<file path="src/rtl/loproc_mul_accumulator_pkg.sv">
// Shared constants for the LoPROC multiply-accumulate back end.
// The op encodings match the ones the issue stage puts on cmd_op.
package loproc_mul_accumulator_pkg;

    localparam int MAC_DATA_WIDTH = 32;
    localparam int MAC_Q_DEPTH    = 4;

    localparam logic [1:0] MAC_OP_MUL  = 2'b00;
    localparam logic [1:0] MAC_OP_MAC  = 2'b01;
    localparam logic [1:0] MAC_OP_MSU  = 2'b10;
    localparam logic [1:0] MAC_OP_RSVD = 2'b11;

endpackage

</file>
<file path="src/rtl/loproc_op_fifo.sv">
// Small synchronous circular FIFO with occupancy count; DEPTH must be a power of 2 (>= 2).
// A push into a full FIFO is accepted only when a pop happens in the same cycle.
module loproc_op_fifo #(
    parameter int WIDTH = 2,
    parameter int DEPTH = 4
) (
    input  logic                       clk_i,
    input  logic                       rst_ni,
    input  logic                       push_i,
    input  logic                       pop_i,
    input  logic [WIDTH-1:0]           wdata_i,
    output logic [WIDTH-1:0]           rdata_o,
    output logic [$clog2(DEPTH):0]     count_o,
    output logic                       full_o,
    output logic                       empty_o
);

    localparam int AW = $clog2(DEPTH);
    localparam logic [AW:0] FULL_CNT = DEPTH[AW:0];

    logic [WIDTH-1:0] mem_q [DEPTH];
    logic [AW-1:0]    wr_ptr_q, wr_ptr_d;
    logic [AW-1:0]    rd_ptr_q, rd_ptr_d;
    logic [AW:0]      count_q, count_d;
    logic             do_push, do_pop;

    assign full_o  = (count_q == FULL_CNT);
    assign empty_o = (count_q == '0);
    assign count_o = count_q;
    assign rdata_o = mem_q[rd_ptr_q];

    assign do_pop  = pop_i && !empty_o;
    assign do_push = push_i && (!full_o || do_pop);

    always_comb begin
        wr_ptr_d = wr_ptr_q;
        rd_ptr_d = rd_ptr_q;
        count_d  = count_q;
        if (do_push) wr_ptr_d = wr_ptr_q + 1'b1;
        if (do_pop)  rd_ptr_d = rd_ptr_q + 1'b1;
        case ({do_push, do_pop})
            2'b10:   count_d = count_q + 1'b1;
            2'b01:   count_d = count_q - 1'b1;
            default: count_d = count_q;
        endcase
    end

    always_ff @(posedge clk_i) begin
        if (!rst_ni) begin
            wr_ptr_q <= '0;
            rd_ptr_q <= '0;
            count_q  <= '0;
        end else begin
            wr_ptr_q <= wr_ptr_d;
            rd_ptr_q <= rd_ptr_d;
            count_q  <= count_d;
        end
    end

    // Storage needs no reset: entries are only read once counted in.
    always_ff @(posedge clk_i) begin
        if (do_push) mem_q[wr_ptr_q] <= wdata_i;
    end

endmodule

</file>
<file path="src/rtl/loproc_mul_accumulator.sv">
// HI/LO accumulator fed by loproc_multiplier products; the op for each product is
// queued at issue time and popped in order when the product arrives.
module loproc_mul_accumulator
    import loproc_mul_accumulator_pkg::*;
#(
    parameter int DATA_WIDTH = MAC_DATA_WIDTH,
    parameter int Q_DEPTH    = MAC_Q_DEPTH
) (
    input  logic                         acc_clk,
    input  logic                         acc_rst_n,
    input  logic                         cmd_valid,
    input  logic [1:0]                   cmd_op,
    output logic                         cmd_full,
    input  logic                         mul_valid,
    input  logic [DATA_WIDTH-1:0]        mul_out_l,
    input  logic [DATA_WIDTH-1:0]        mul_out_h,
    input  logic                         acc_clr,
    output logic [DATA_WIDTH-1:0]        acc_lo,
    output logic [DATA_WIDTH-1:0]        acc_hi,
    output logic                         acc_valid,
    output logic [$clog2(Q_DEPTH):0]     pending,
    output logic                         err_overflow,
    output logic                         err_underflow
);

    localparam int AW = 2 * DATA_WIDTH;

    // cmd_valid and mul_valid are single-cycle qualifiers with no back-pressure:
    // a cmd_valid while cmd_full (and no pop) is lost and flagged, and a
    // mul_valid with nothing queued is applied as MUL and flagged.
    logic              push, pop, fifo_empty;
    logic [1:0]        head_op, op_sel;
    logic [AW-1:0]     prod;
    logic [AW-1:0]     acc_q, acc_d;
    logic              valid_q, valid_d;
    logic              ovf_q, ovf_d;
    logic              unf_q, unf_d;

    assign pop  = mul_valid && !fifo_empty;
    assign push = cmd_valid && (!cmd_full || mul_valid);

    loproc_op_fifo #(
        .WIDTH (2),
        .DEPTH (Q_DEPTH)
    ) u_op_fifo (
        .clk_i   (acc_clk),
        .rst_ni  (acc_rst_n),
        .push_i  (push),
        .pop_i   (pop),
        .wdata_i (cmd_op),
        .rdata_o (head_op),
        .count_o (pending),
        .full_o  (cmd_full),
        .empty_o (fifo_empty)
    );

    assign prod   = {mul_out_h, mul_out_l};
    assign op_sel = fifo_empty ? MAC_OP_MUL : head_op;

    always_comb begin
        acc_d = acc_q;
        if (acc_clr) begin
            acc_d = '0;
        end else if (mul_valid) begin
            case (op_sel)
                MAC_OP_MAC: acc_d = acc_q + prod;
                MAC_OP_MSU: acc_d = acc_q - prod;
                default:    acc_d = prod;
            endcase
        end
    end

    // Clear wins over any error raised in the same cycle.
    assign valid_d = mul_valid && !acc_clr;
    assign ovf_d   = acc_clr ? 1'b0 : (ovf_q || (cmd_valid && cmd_full && !mul_valid));
    assign unf_d   = acc_clr ? 1'b0 : (unf_q || (mul_valid && fifo_empty));

    always_ff @(posedge acc_clk) begin
        if (!acc_rst_n) begin
            acc_q   <= '0;
            valid_q <= 1'b0;
            ovf_q   <= 1'b0;
            unf_q   <= 1'b0;
        end else begin
            acc_q   <= acc_d;
            valid_q <= valid_d;
            ovf_q   <= ovf_d;
            unf_q   <= unf_d;
        end
    end

    assign acc_lo        = acc_q[DATA_WIDTH-1:0];
    assign acc_hi        = acc_q[AW-1:DATA_WIDTH];
    assign acc_valid     = valid_q;
    assign err_overflow  = ovf_q;
    assign err_underflow = unf_q;

endmodule

</file>
<file path="config.mk">
export PLATFORM = sky130hd
export DESIGN_NAME = loproc_mul_accumulator
export DESIGN_NICKNAME = d
export VERILOG_FILES = /design/src/rtl/loproc_mul_accumulator_pkg.sv /design/src/rtl/loproc_op_fifo.sv /design/src/rtl/loproc_mul_accumulator.sv
export SDC_FILE = /design/constraint.sdc
export NUM_CORES = 1
export LEC_CHECK = 0
export ABC_AREA = 1
export ABC_CLOCK_PERIOD_IN_PS = 3400
export BUFFER_PORTS_ARGS = -buffer_cell sky130_fd_sc_hd__buf_2
export CAP_MARGIN = 5
export CORE_UTILIZATION = 45
export CTS_CLUSTER_SIZE = 40
export DETAILED_ROUTE_END_ITERATION = 7
export PLACE_DENSITY = 0.67
export SLEW_MARGIN = 20
export SYNTH_ARGS = -nofsm -noshare
export SYNTH_HDL_FRONTEND = slang
export SYNTH_SLANG_ARGS = --single-unit
export TNS_END_PERCENT = 10
</file>
<file path="constraint.sdc">
create_clock -name acc_clk -period 3.4 [get_ports acc_clk]
set_clock_uncertainty 0.1 [all_clocks]
set_input_delay 0.68 -clock acc_clk [delete_from_list [all_inputs] [get_ports acc_clk]]
set_output_delay 0.68 -clock acc_clk [all_outputs]
set_load 0.005 [all_outputs]
</file>
==> impl_metrics.yaml <==
floorplanning:
  fp.dieW_um: 160.9
  start_util: 0.4629
  die_area_mm2: 0.02588
  io_pins: 142
  fp-row-count: 57
  die_h_um: 160.9
  core-area_mm2: 0.02453
clock_network:
  clkTransAtPathRegs_ns: 0.08
  clockBufferDepth: 2
  clock-root-buffer: "clkbuf_16"
  clk_latency_ns: 0.37
  htree_levels: 3
  cts_tree: "built"
  numCtsBuffers: 9
  cts.sinks: 84
timing:
  tightest_slew_ns: 0.8562
  setup_ws_ns: -0.4650
  period_needed_ns: 3.865
  max_slew_margin: 0.4283
  hold_viol_final: 0
  fin_crit_sh: 1.137
  finalMaxSlewViolations: 0
  max_freq_ghz: 0.2587
  finalSetupViolCount: 50
  rsz0062_at_grt: "yes"
  fin_tns_setup_ns: -14.20
synth:
  synth_top_area_frac: 0.2502
  postSynthAreaPerCell_um2: 5.337
  synth_area_mm2: 0.01136
  synth_ff_type: "dfxtp_1"
  yosys.area_share.simple: 0.4097
  seq_area_frac_synth: 0.1551
  synthCells: 2128
  synth_top_family_by_area: "simple AND/OR/NAND/NOR gates"
  synth-adder-area-share: 0.08064
  synth_compound_gate_area_share: 0.1285
  synth_edf_count: 8
  yosys_warnings: 0
  synth_cell_types: 44
  async_flop_share: 0
  synth_area_leaders: "nand2_1 (25%), inv_1 (14%), dfxtp_1 (13%), a21oi_1 (8.0%), ha_1 (7.7%)"
  mappedNetlistNets: 2271
  muxShareOfSynthArea: 0
  synthXorXnorAreaFrac: 0.07018
  yosys_register_bits: 84
  netlist.top_cell.by_area: "nand2_1"
grt:
  antenna_found_initial: 1
  grt_pass1_wl_um: 78320
  grt.overflow.total: 0
  grt_usage: 0.3931
  grt_pass1_vias: 14410
  grt_max_degree: 73
setup_path:
  cp.required_ns: 3.51
  critPathArrivalTime_ns: 3.97
  setup.worst_path.start_class: "primary input"
  worstPathMaxFanout: 4
  r2r_cells: 24
  cp_slowest_cell: "ha_4"
  path_cells: "buf_2 -> nor2_1 -> nand2_1 -> nor2_1 -> nand2_1 -> nor2_2 -> buf_4 -> a41oi_2 -> xor2_1 -> inv_1 -> ha_4 -> nand2_1 -> inv_2 -> nand2_1 -> buf_4 -> nor3_4 -> nand2_2 -> nor2_2 -> nand2_2 -> nand3_1 -> nand3_1 -> nand2_1 -> a21oi_1"
  max_stage_delay_ns: 0.31
  setup.worst_path.end_class: "register"
  critical_path_class: "primary input to register"
  critPathMostFrequentCell: "nand2_1"
route:
  ant_nets: 0
  vias_per_cell: 5.179
  drc_errors: 0
  routed_wirelength_um: 51990
  firstDrtPassIters: 6
  wire_per_inst_um: 17.39
  vias: 15480
  initialDrtViolationCount: 1457
layout:
  fin_nets: 2803
  final_common_cell: "nand2_1"
  area_growth_pct: 53.49
  drive_gt1_frac: 0.3490
  multi_input_area_mm2: 0.009290
  final_cell_mix: "nand2_1 (630), inv_1 (403), buf_4 (396)"
  fillers: 2280
  area.sequential_mm2: 0.001767
placement:
  hpwl_um: 41610
  port_buffers: 141
  place_ws_ns: -1.118
  gp_congestion: 1.102
status:
  status: "finished with violations"
  violations: "setup timing"
pwr:
  cellPowerDensity_mw_per_mm2: 690.2
  p_leak_nw: 9.665
  vdd_ir_drop_max_mv: 1.042
hold_path:
  holdPathStages: 2
  hp-class: "register to register"
run:
  cap_viol_max_count: 0
==> per-layer routing <==
metal,vias to the layer above,track usage,part of all wire
met1,7071,0.5419,0.44
met3,123,0.04675,0.087
met2,713,0.6087,0.43
li1,7577,-,-
met4,0,0.1818,0.045
met5,-,0,0
==> synthesized netlist by cell type, types with 2 or more instances <==
| master | instances |
|---|---|
| a21oi_1 | 182 |
| a21oi_2 | 2 |
| a41oi_1 | 2 |
| and2_1 | 2 |
| and3_1 | 2 |
| buf_1 | 2 |
| clkbuf_1 | 36 |
| clkbuf_8 | 2 |
| dfxtp_1 | 76 |
| edfxtp_1 | 8 |
| fa_1 | 2 |
| ha_1 | 70 |
| inv_1 | 423 |
| nand2_1 | 757 |
| nand2_2 | 11 |
| nand3_1 | 96 |
| nand3b_1 | 4 |
| nand4_1 | 21 |
| nor2_1 | 206 |
| nor2_2 | 6 |
| nor2_4 | 6 |
| nor3_1 | 24 |
| nor4_1 | 5 |
| o211ai_1 | 7 |
| o21ai_0 | 59 |
| o21ai_1 | 2 |
| o21ai_2 | 4 |
| o21ai_4 | 2 |
| o21bai_1 | 5 |
| xnor2_1 | 10 |
| xor2_1 | 81 |
==> worst max-delay path: cells and delay by family <==
family                   cells  cell delay (ns)
AO/OA/AOI/OAI                2             0.16
XOR/XNOR                     1             0.29
AND/OR/NAND/NOR             14             1.85
buffers and inverters        5             0.68
adder cells (fa/ha/maj)      1             0.31
==> flip-flops by register name (all words and copies together) (netlist names), named ones only <==
register	count
err_underflow	1
u_op_fifo.count_o	3
u_op_fifo.rd_ptr_q	2
acc_valid	1
err_overflow	1
acc_q	64
u_op_fifo.wr_ptr_q	2
u_op_fifo.mem_q	8
==> stage by stage <==
step                        util  cells  hold WS [ns]  cell area (um^2)  power [W]
after floorplan                -   2128        0.3356             11430   0.005770
after global placement    0.6200   2924        0.3427             15210   0.009071
after detailed placement  0.6200   2924        0.3524             15210   0.009145
after CTS                 0.6722   2965        0.3588             16490    0.01105
after global routing      0.7104   2989        0.3983             17430    0.01281
final                     0.7105   2990        0.3585             17430    0.01203
==> repair_timing <==
item / in CTS / in global routing
setup buffers: 25 / 24
pin swaps: 81 / 89
setup endpoints to repair: 59 / 59
hold buffers: 0 / 0
gates resized for setup: 215 / 188
==> logic make-up (layout without fill, tap and decap cells) <==
| group | count (synthesis) | count (layout) |
|---|---|---|
| and+or+nand+nor | 1144 | 1144 |
| xor gates and xnor gates | 91 | 91 |
| other | 0 | 1 |
| AOI/OAI and AO/OA | 271 | 271 |
| buffers and inverters | 466 | 1003 |
| DFF | 84 | 84 |
| adders and majority gates | 72 | 72 |
==> final timing paths <==
| check | startpoint | end | slack, ns |
|---|---|---|---|
| max | mul_out_l[20] | acc_q[63] | -0.47 |
| min | u_op_fifo.rd_ptr_q[1] | register | 0.36 |
| max reg2reg | register | acc_q[52] | -0.45 |
| min reg2reg | u_op_fifo.rd_ptr_q[1] | register | 0.36 |
==> layout make-up <==
class / instances / share of cell area
multi-input combinational: 1578 / 0.5329
tap: 324 / 0.02326
clock buffer: 9 / 0.01292
clock inverter: 7 / 0.005096
timing repair buffer: 562 / 0.2318
inverter: 425 / 0.09245
antenna: 1 / 0.0001436
sequential: 84 / 0.1013
==> report_power, final <==
group	internal, W	total, W	switching (W)
Combinational	0.00389	0.00951	0.00562
Sequential	0.00117	0.00137	0.000194
Clock	0.000594	0.00116	0.000562
Total	0.00566	0.0120	0.00637
Power figures use the tool's default switching activity.
